### config.mk
export PLATFORM = sky130hd
export DESIGN_NAME = branch_predictor_flat
export DESIGN_NICKNAME = d
export VERILOG_FILES = /design/src/rtl/branch_predictor_if.sv /design/src/rtl/branch_predictor.sv /design/src/flat_wrapper.sv
export SDC_FILE = /design/constraint.sdc
export NUM_CORES = 1
export LEC_CHECK = 0
export BUFFER_PORTS_ARGS = -buffer_cell sky130_fd_sc_hd__buf_2
export CAP_MARGIN = 20
export CORE_MARGIN = 2
export CORE_UTILIZATION = 54
export DETAILED_ROUTE_END_ITERATION = 6
export PLACE_DENSITY = 0.91
export SLEW_MARGIN = 15
export SYNTH_ARGS = -nofsm -noshare
export SYNTH_HDL_FRONTEND = slang
export SYNTH_SLANG_ARGS = --single-unit
export TNS_END_PERCENT = 50
### constraint.sdc
create_clock -name clk -period 3.7 [get_ports clk]
set_clock_uncertainty 0.1 [all_clocks]
set_input_delay 0.185 -clock clk [delete_from_list [all_inputs] [get_ports clk]]
set_output_delay 0.185 -clock clk [all_outputs]
set_load 0.01 [all_outputs]
### src/rtl/branch_predictor_if.sv
// Fetch/decode/execute-side signals of the branch predictor, bundled with
// modports for the predictor (slave) and the pipeline driving it (master).
interface branch_predictor_if;
    logic        stall;
    logic [31:0] pc_f;
    logic        d_branch;
    logic [31:0] d_pc;
    logic [31:0] d_target;
    logic        d_pred_taken;
    logic        x_valid;
    logic [31:0] x_pc;
    logic [31:0] x_target;
    logic        x_taken;
    logic        x_pred;
    logic        jump_valid;
    logic [31:0] jump_target;
    logic        kill_fd;
    logic        kill_dx;
    logic [31:0] branch_cnt;
    logic [31:0] mispred_cnt;

    modport slave (
        input  stall, d_branch, d_pc, d_target,
        input  x_valid, x_pc, x_target, x_taken, x_pred,
        input  jump_valid, jump_target,
        output pc_f, d_pred_taken, kill_fd, kill_dx, branch_cnt, mispred_cnt
    );

    modport master (
        output stall, d_branch, d_pc, d_target,
        output x_valid, x_pc, x_target, x_taken, x_pred,
        output jump_valid, jump_target,
        input  pc_f, d_pred_taken, kill_fd, kill_dx, branch_cnt, mispred_cnt
    );
endinterface

### src/rtl/branch_predictor.sv
// Fetch PC generation with a direct-mapped 2-bit saturating-counter branch
// predictor, execute-stage misprediction/jump redirect and perf counters.
module branch_predictor #(
    parameter logic [31:0] RESET_PC = 32'h4000_0000,
    parameter int          IDX_BITS = 5
) (
    input  logic               clk,
    input  logic               rst_n,
    branch_predictor_if.slave  bp
);
    localparam int DEPTH = 1 << IDX_BITS;

    logic [31:0]         pc_q, pc_d;
    logic [31:0]         branch_cnt_q, branch_cnt_d;
    logic [31:0]         mispred_cnt_q, mispred_cnt_d;
    logic [1:0]          ctr_q [DEPTH];
    logic [1:0]          ctr_d [DEPTH];
    logic [IDX_BITS-1:0] d_idx, x_idx;
    logic                pred_taken, mis;
    logic [31:0]         correct_pc;
    logic                kill_fd, kill_dx;

    always_comb begin
        d_idx      = bp.d_pc[IDX_BITS+1:2];
        x_idx      = bp.x_pc[IDX_BITS+1:2];
        pred_taken = bp.d_branch & ctr_q[d_idx][1];
        mis        = bp.x_valid & (bp.x_taken != bp.x_pred);
        correct_pc = bp.x_taken ? bp.x_target : bp.x_pc + 32'd4;

        pc_d    = pc_q + 32'd4;
        kill_fd = 1'b0;
        kill_dx = 1'b0;
        // Execute-stage redirects outrank the stall; a predicted-taken
        // redirect only applies while the decode instruction is advancing.
        if (mis) begin
            pc_d    = correct_pc;
            kill_fd = 1'b1;
            kill_dx = 1'b1;
        end else if (bp.jump_valid) begin
            pc_d    = bp.jump_target;
            kill_fd = 1'b1;
            kill_dx = 1'b1;
        end else if (bp.stall) begin
            pc_d = pc_q;
        end else if (pred_taken) begin
            pc_d    = bp.d_target;
            kill_fd = 1'b1;
        end
        if (!rst_n) begin
            kill_fd = 1'b0;
            kill_dx = 1'b0;
        end

        branch_cnt_d  = branch_cnt_q + {31'd0, bp.x_valid};
        mispred_cnt_d = mispred_cnt_q + {31'd0, mis};
    end

    generate
        for (genvar gi = 0; gi < DEPTH; gi++) begin : g_ctr
            logic hit;
            assign hit = bp.x_valid && (x_idx == IDX_BITS'(gi));

            always_comb begin
                ctr_d[gi] = ctr_q[gi];
                if (hit) begin
                    if (bp.x_taken && ctr_q[gi] != 2'b11)
                        ctr_d[gi] = ctr_q[gi] + 2'd1;
                    else if (!bp.x_taken && ctr_q[gi] != 2'b00)
                        ctr_d[gi] = ctr_q[gi] - 2'd1;
                end
            end

            always_ff @(posedge clk) begin
                if (!rst_n) ctr_q[gi] <= 2'b01;
                else        ctr_q[gi] <= ctr_d[gi];
            end
        end
    endgenerate

    always_ff @(posedge clk) begin
        if (!rst_n) begin
            pc_q          <= RESET_PC;
            branch_cnt_q  <= 32'd0;
            mispred_cnt_q <= 32'd0;
        end else begin
            pc_q          <= pc_d;
            branch_cnt_q  <= branch_cnt_d;
            mispred_cnt_q <= mispred_cnt_d;
        end
    end

    assign bp.pc_f         = pc_q;
    assign bp.d_pred_taken = pred_taken;
    assign bp.kill_fd      = kill_fd;
    assign bp.kill_dx      = kill_dx;
    assign bp.branch_cnt   = branch_cnt_q;
    assign bp.mispred_cnt  = mispred_cnt_q;
endmodule

### src/flat_wrapper.sv
// flat-port wrapper written by rule: the top's interface ports become plain ports
module branch_predictor_flat 
#(
    parameter logic [31:0] RESET_PC = 32'h4000_0000,
    parameter int          IDX_BITS = 5
)
  (clk, rst_n, bp_stall, bp_d_branch, bp_d_pc, bp_d_target, bp_x_valid, bp_x_pc, bp_x_target, bp_x_taken, bp_x_pred, bp_jump_valid, bp_jump_target, bp_pc_f, bp_d_pred_taken, bp_kill_fd, bp_kill_dx, bp_branch_cnt, bp_mispred_cnt);
  branch_predictor_if bp_i ();
  input  logic clk;
  input  logic rst_n;
  input wire logic [$bits(bp_i.stall)-1:0] bp_stall;
  input wire logic [$bits(bp_i.d_branch)-1:0] bp_d_branch;
  input wire logic [$bits(bp_i.d_pc)-1:0] bp_d_pc;
  input wire logic [$bits(bp_i.d_target)-1:0] bp_d_target;
  input wire logic [$bits(bp_i.x_valid)-1:0] bp_x_valid;
  input wire logic [$bits(bp_i.x_pc)-1:0] bp_x_pc;
  input wire logic [$bits(bp_i.x_target)-1:0] bp_x_target;
  input wire logic [$bits(bp_i.x_taken)-1:0] bp_x_taken;
  input wire logic [$bits(bp_i.x_pred)-1:0] bp_x_pred;
  input wire logic [$bits(bp_i.jump_valid)-1:0] bp_jump_valid;
  input wire logic [$bits(bp_i.jump_target)-1:0] bp_jump_target;
  output wire logic [$bits(bp_i.pc_f)-1:0] bp_pc_f;
  output wire logic [$bits(bp_i.d_pred_taken)-1:0] bp_d_pred_taken;
  output wire logic [$bits(bp_i.kill_fd)-1:0] bp_kill_fd;
  output wire logic [$bits(bp_i.kill_dx)-1:0] bp_kill_dx;
  output wire logic [$bits(bp_i.branch_cnt)-1:0] bp_branch_cnt;
  output wire logic [$bits(bp_i.mispred_cnt)-1:0] bp_mispred_cnt;
  assign bp_i.stall = bp_stall;
  assign bp_i.d_branch = bp_d_branch;
  assign bp_i.d_pc = bp_d_pc;
  assign bp_i.d_target = bp_d_target;
  assign bp_i.x_valid = bp_x_valid;
  assign bp_i.x_pc = bp_x_pc;
  assign bp_i.x_target = bp_x_target;
  assign bp_i.x_taken = bp_x_taken;
  assign bp_i.x_pred = bp_x_pred;
  assign bp_i.jump_valid = bp_jump_valid;
  assign bp_i.jump_target = bp_jump_target;
  assign bp_pc_f = bp_i.pc_f;
  assign bp_d_pred_taken = bp_i.d_pred_taken;
  assign bp_kill_fd = bp_i.kill_fd;
  assign bp_kill_dx = bp_i.kill_dx;
  assign bp_branch_cnt = bp_i.branch_cnt;
  assign bp_mispred_cnt = bp_i.mispred_cnt;
  branch_predictor #(.RESET_PC(RESET_PC), .IDX_BITS(IDX_BITS)) u_core (.clk(clk), .rst_n(rst_n), .bp(bp_i));
endmodule
* Yosys cells after proc, flatten, opt, wreduce, memory -nomap -nowiden
Memory sizes are Yosys's and may differ from the RTL's.
Cells that the tools add are included.
** Word-level totals
- Register bits :: 96
- Bits in writable memories :: 64
- Bits of input ports :: 168
- Output and inout port bits :: 99
- Logic and storage cells :: 444
- Memories :: 1
** Memory list
- u_core.ctr_q :: words 32, width 2, rd ports 33, clocked after memory_dff 0, write ports 32, line branch_predictor.sv:16 : logic [1:0] ctr_q [DEPTH];
** Operators by class
- $add $sub $neg :: 68
- Equal/unequal tests :: 65
- Multiplexer cells :: 143
- Bitwise gates (word level) :: 34
- Reductions and logical operators :: 130
** Operators with widths (count)
- $mux W2 :: 128
- $mux W32 :: 5
- $logic_and A1 B1 Y1 :: 96
- $eq A5 B5 Y1 const B :: 16
- $add A2 B1 Y2 const B :: 32
- $add A32 B1 Y32 :: 2
- $add A32 B3 Y32 const B :: 2
- $ne A2 B2 Y1 const B :: 32
- $reduce_bool A2 Y1 :: 32
- $sub A2 B1 Y2 const B :: 32
- $eq A5 B4 Y1 const B :: 8
- $or A1 B1 Y1 :: 32
- $eq A5 B3 Y1 const B :: 4
- $eq A5 B2 Y1 const B :: 2
- $mux W1 :: 10
- $eq A5 B1 Y1 const B :: 1
- $logic_not A5 Y1 :: 1
- $ne A3 B1 Y1 const B :: 1
- $and A1 B1 Y1 :: 2
- $logic_not A1 Y1 :: 1
- $ne A1 B1 Y1 :: 1

* Longest topological paths before layout
An unclocked memory read counts as a cell.
- Depth in word-level cells :: 7
- Depth in mapped cells :: 12
- Depth with buffers taken out :: 11

* Worst setup path before layout
Ideal clock, no wire load.
- Path kind :: input port to flip-flop
- Start :: input bp_x_taken
- End :: register u_core.mispred_cnt_q[26], in the netlist u_core.bp.mispred_cnt[26]
- Setup time :: 115 ps
- Data arrival time :: 2756 ps
- Required time :: 3485 ps
- Setup slack :: 729 ps
- Cell stages on the path :: 12
- Path buffers :: 1
- Cell sequence :: nor2b_1 o21ai_0 inv_1 clkbuf_1 ha_1 ha_1 nand2_1 or3_1 nor4_1 nand4_1 xnor2_1 and2_1
** On the way
- Cells in the longest elaborated chain, start to end :: 3
** RTL lines
- start, declared :: line flat_wrapper.sv:18 : input wire logic [$bits(bp_i.x_taken)-1:0] bp_x_taken;
- $ne A1 B1 Y1 :: line branch_predictor.sv:27 : mis = bp.x_valid & (bp.x_taken != bp.x_pred);
- $and A1 B1 Y1 :: line branch_predictor.sv:27
- $add A32 B1 Y32 :: line branch_predictor.sv:55 : mispred_cnt_d = mispred_cnt_q + {31'd0, mis};
- end signal, assigned :: line branch_predictor.sv:88 : mispred_cnt_q <= mispred_cnt_d;
- end, declared :: line branch_predictor.sv:15 : logic [31:0] mispred_cnt_q, mispred_cnt_d;
No other way between the ends.
A chain may end at the register's enable or synchronous reset.

* Final worst setup path
- Start :: register u_core.pc_q[18], in the netlist u_core.bp.pc_f[18]
- End :: register u_core.pc_q[27], in the netlist u_core.bp.pc_f[27]
** On the way
- Cells in the longest elaborated chain, start to end :: 5
** RTL lines
- start, declared :: line branch_predictor.sv:13 : logic [31:0] pc_q, pc_d;
- start signal, assigned :: line branch_predictor.sv:86 : pc_q <= pc_d;
- $add A32 B3 Y32 :: line branch_predictor.sv:30 : pc_d = pc_q + 32'd4;
- $mux W32 :: line branch_predictor.sv:45 : end else if (pred_taken) begin
- $mux W32 :: line branch_predictor.sv:43 : end else if (bp.stall) begin
- $mux W32 :: line branch_predictor.sv:39 : end else if (bp.jump_valid) begin
- $mux W32 :: line branch_predictor.sv:35 : if (mis) begin
No other way between the ends. The select of a mux whose other input is x is not followed.

==> run_results.csv <==
group,metric,value,unit
status,status,"finished with violations",
status,violations,"design-rule violations",
power_and_ir_drop,p_leak,0.00494,uW
grt,grt_util_all_layers,31.0,%
setup_path,cp-start-kind,"flop",
setup_path,cp.required,3.98,ns
placement,dp_hpwl,22.3,mm
power_and_ir_drop,p_clk_share,41.2,%
setup_path,endpoint_kind,"flop",
layout,stdcell_area,12200,um2
placement,dp_slack,0.547,ns
clocking,cts-root-buf,"clkbuf_16",
clocking,cts_tree,"yes",
grt,gr-total-overflow,0,
drt,topRoutingLayerUsed,"met4",
timing,tightest_slew,0.817,ns
clocking,numClockSinks,160,
timing,final.period_utilization,85.0,%
power_and_ir_drop,ir_drop,0.333,mV
clocking,clk-insertion-delay-late,0.43,ns
logic_synthesis,async_reset_ff_share,0,%
floorplanning,core-area,18100,um2
timing,fmax,318,MHz
floorplanning,num_rows,49,
floorplanning,die_x,140,um
layout,drive_gt1_share,20.4,%
clocking,clk_path_buf_depth,2,
power_and_ir_drop,power_frac_seq,42.7,%
clocking,cts_made_buffers,17,
logic_synthesis,yosys_warnings,0,
grt,grt_max_degree,97,
layout,area.growth.synth_to_final,21.1,%
logic_synthesis,ys_seq_elements,160,
logic_synthesis,synth_ff_type,"dfxtp_1",
logic_synthesis,syn_nets,1468,
logic_synthesis,synth_edf_count,0,
setup_path,r2r-end,"u_core.bp.pc_f[27]",
power_and_ir_drop,p_int,3160,uW
timing,post-route-min-period,3.14,ns
clocking,path_clk_slew,0.07,ns
power_and_ir_drop,comb_power_share,16.1,%
timing,holdWs,0.0132,ns
timing,fin_ws,0.555,ns
logic_synthesis,syn_area_per_cell,7.79,um2
drt,drc,1,
placement,dp_cells,1688,
floorplanning,start_util,55.5,%
timing,rsz0062_at_grt,"no",
drt,wl_per_cell,18.3,um
logic_synthesis,synth.distinct_cells,69,
grt,grt_pass1_wl,49.9,mm
run,cap_violations,0,
floorplanning,fp.dieH,140,um
setup_path,cp.arrival,3.42,ns
power_and_ir_drop,sw_frac_of_total,29.9,%
placement,place_area,11300,um2
drt,dr_wl_met2,14.6,mm
logic_synthesis,ys_seq_area_share,31.9,%
logic_synthesis,synthCells,1289,
power_and_ir_drop,p_sw,1340,uW
setup_path,reg2reg_slack,0.56,ns
clocking,h-tree-depth,4,
logic_synthesis,yosys-top-cells-area,"dfxtp_1 (32%), o21ai_0 (6.8%), nand2_1 (4.9%)",
setup_path,rr_worst_depth,7,
placement,place.gp.congestion,0.978,
power_and_ir_drop,power.density,370,nW/um2
clocking,hold_buffers,25,
logic_synthesis,yosys.area.top_type,"dfxtp_1",
grt,antenna_found_initial,6,
setup_path,cp_max_fo,17,
drt,drt-total-wl,31.9,mm
drt,viasPerCell,6.28,
setup_path,setup.worst_path.end,"u_core.bp.pc_f[27]",
hold_path,worst_hold_path_type,"in2reg",
drt,wl_met3,3.56,mm
timing,finalHoldViolCount,0,
drt,first_pass_iters,7,
floorplanning,die_area,19700,um2
logic_synthesis,syn_area,10000,um2
drt,wl_met1,12.3,mm
timing,relSlewSlack,45.5,%
setup_path,cp-startpoint,"u_core.bp.pc_f[18]",
layout,fin_nets,1682,
grt,grt_pass1_vias,10100,
placement,port_buffers,239,
timing,setup_viol,0,
drt,num_vias,11000,
floorplanning,io_pins,267,
layout,final_cells,1750,
setup_path,r2r-start,"u_core.bp.pc_f[18]",
timing,fin_tns_setup,0,ns
logic_synthesis,synth_top_area_share,31.9,%
drt,drt_iter0_drc,1200,
layout,fill_cells,1369,
drt,ant_nets,0,
clocking,cts_setup_buffers,0,
timing,maxSlewViolCount,0,
clocking,post_cts_resized,0,
setup_path,criticalPathCategory,"reg2reg",
==> cells by family after synthesis <==
kind of cell | count (synthesis) | share of synthesized area (%)
simple gates | 531 | 27.4
compound gates | 388 | 25.6
flops | 160 | 31.9
buf+inv | 103 | 4.22
xor+xnor | 80 | 6.98
mux | 16 | 2.59
fa+ha+maj | 11 | 1.37
==> layout make-up <==
| class | instances | area (um2) | share of cell area [%] |
|---|---|---|---|
| repair buffers | 278 | 1560 | 12.8 |
| multi-input cells | 1026 | 6410 | 52.7 |
| clock buffers | 17 | 425 | 3.50 |
| well taps | 229 | 287 | 2.36 |
| clock inverters | 15 | 191 | 1.57 |
| inverters | 20 | 75.1 | 0.617 |
| diodes | 5 | 12.5 | 0.103 |
| flip-flops and latches | 160 | 3200 | 26.3 |
==> sequential cells by signal, summed over array words and instances (netlist names) <==
| register | count |
|---|---|
| u_core.ctr_q | 64 |
| u_core.bp.branch_cnt | 32 |
| u_core.bp.mispred_cnt | 32 |
| u_core.bp.pc_f | 32 |
==> placed cells by master, fill, tap and decap left out, types with 22 or more instances in the layout <==
cell,Yosys,layout
buf_2,9,237
dfxtp_1,160,160
o21ai_0,136,135
nand2_1,132,132
nor2_1,71,71
nand3_1,66,66
and2_1,64,64
a21oi_1,51,51
xnor2_1,51,51
a21boi_0,41,41
nor3_1,40,40
nand4_1,32,32
xor2_1,29,29
dlygate4sd3_1,0,25
o211ai_1,24,24
nand2b_1,23,23
o31ai_1,22,22
==> how the worst min path moves through the flow <==
stage | start | end | slack (ns) | cells past startpoint
3_3_place_gp | u_core.bp.branch_cnt[31] | u_core.bp.branch_cnt[31] | 0.36 | 2
6_report | bp_d_target[17] | u_core.bp.pc_f[17] | 0.01 | 3
4_1_cts | bp_d_target[17] | u_core.bp.pc_f[17] | 0.0004 | 3
3_5_place_dp | bp_jump_target[12] | u_core.bp.pc_f[12] | 0.36 | 3
2_1_floorplan | rst_n | u_core.bp.branch_cnt[28] | 0.24 | 2
5_1_grt | bp_d_target[17] | u_core.bp.pc_f[17] | 0.02 | 3
==> through the flow <==
step | power, uW | utilization [%]
floorplan | 2360 | -
global placement | 2600 | 62.4
detailed placement | 2630 | 62.4
CTS | 4490 | 67.2
global route | 4660 | 67.3
finish | 4500 | 67.3
==> synth_stat cells, drive strengths merged, types with 3 or more instances <==
master and instances:
nor2 72, a31oi 3, clkbuf 65, xor2 29, nand2b 23, a21oi 52, and3 13, o21a 9
nor4 18, o211ai 24, or4 5, or2 3, a211oi 8, o22ai 3, o221ai 10, o31a 18
o21ai 141, o31ai 23, ha 11, or3 20, nor3 42, and2 64, nand3 66, buf 18
mux4 8, xnor2 51, nand2 132, o2bb2ai 10, o311ai 16, inv 19, a21boi 41, nor2b 19
mux2i 8, a21o 9, dfxtp 160, and4 13, o21bai 4, nand4 33
==> worst max-delay path: stages (launching register included) <==
cell and delay (ns):
dfxtp_1 0.45, and4_1 0.32, nand4_1 0.54, or4_1 0.68
a211oi_1 0.25, a211oi_1 0.07, o2bb2ai_1 0.12, dlygate4sd3_1 0.55
==> layer usage <==
metal	vias up	track usage, %
met5	-	0
met2	683	48.4
met1	5019	39.6
met4	0	16.6
met3	132	7.79
li1	5149	-
==> power by group through the flow <==
stage / sequential [uW] / clock (uW) / combinational (uW)
2_1_floorplan: 1940 / 0 / 417
3_3_place_gp: 1950 / 0 / 657
3_5_place_dp: 1950 / 0 / 677
4_1_cts: 1910 / 1870 / 705
5_1_grt: 1930 / 1940 / 789
6_report: 1920 / 1850 / 724
Note: power is estimated with default switching activity, not from simulation.
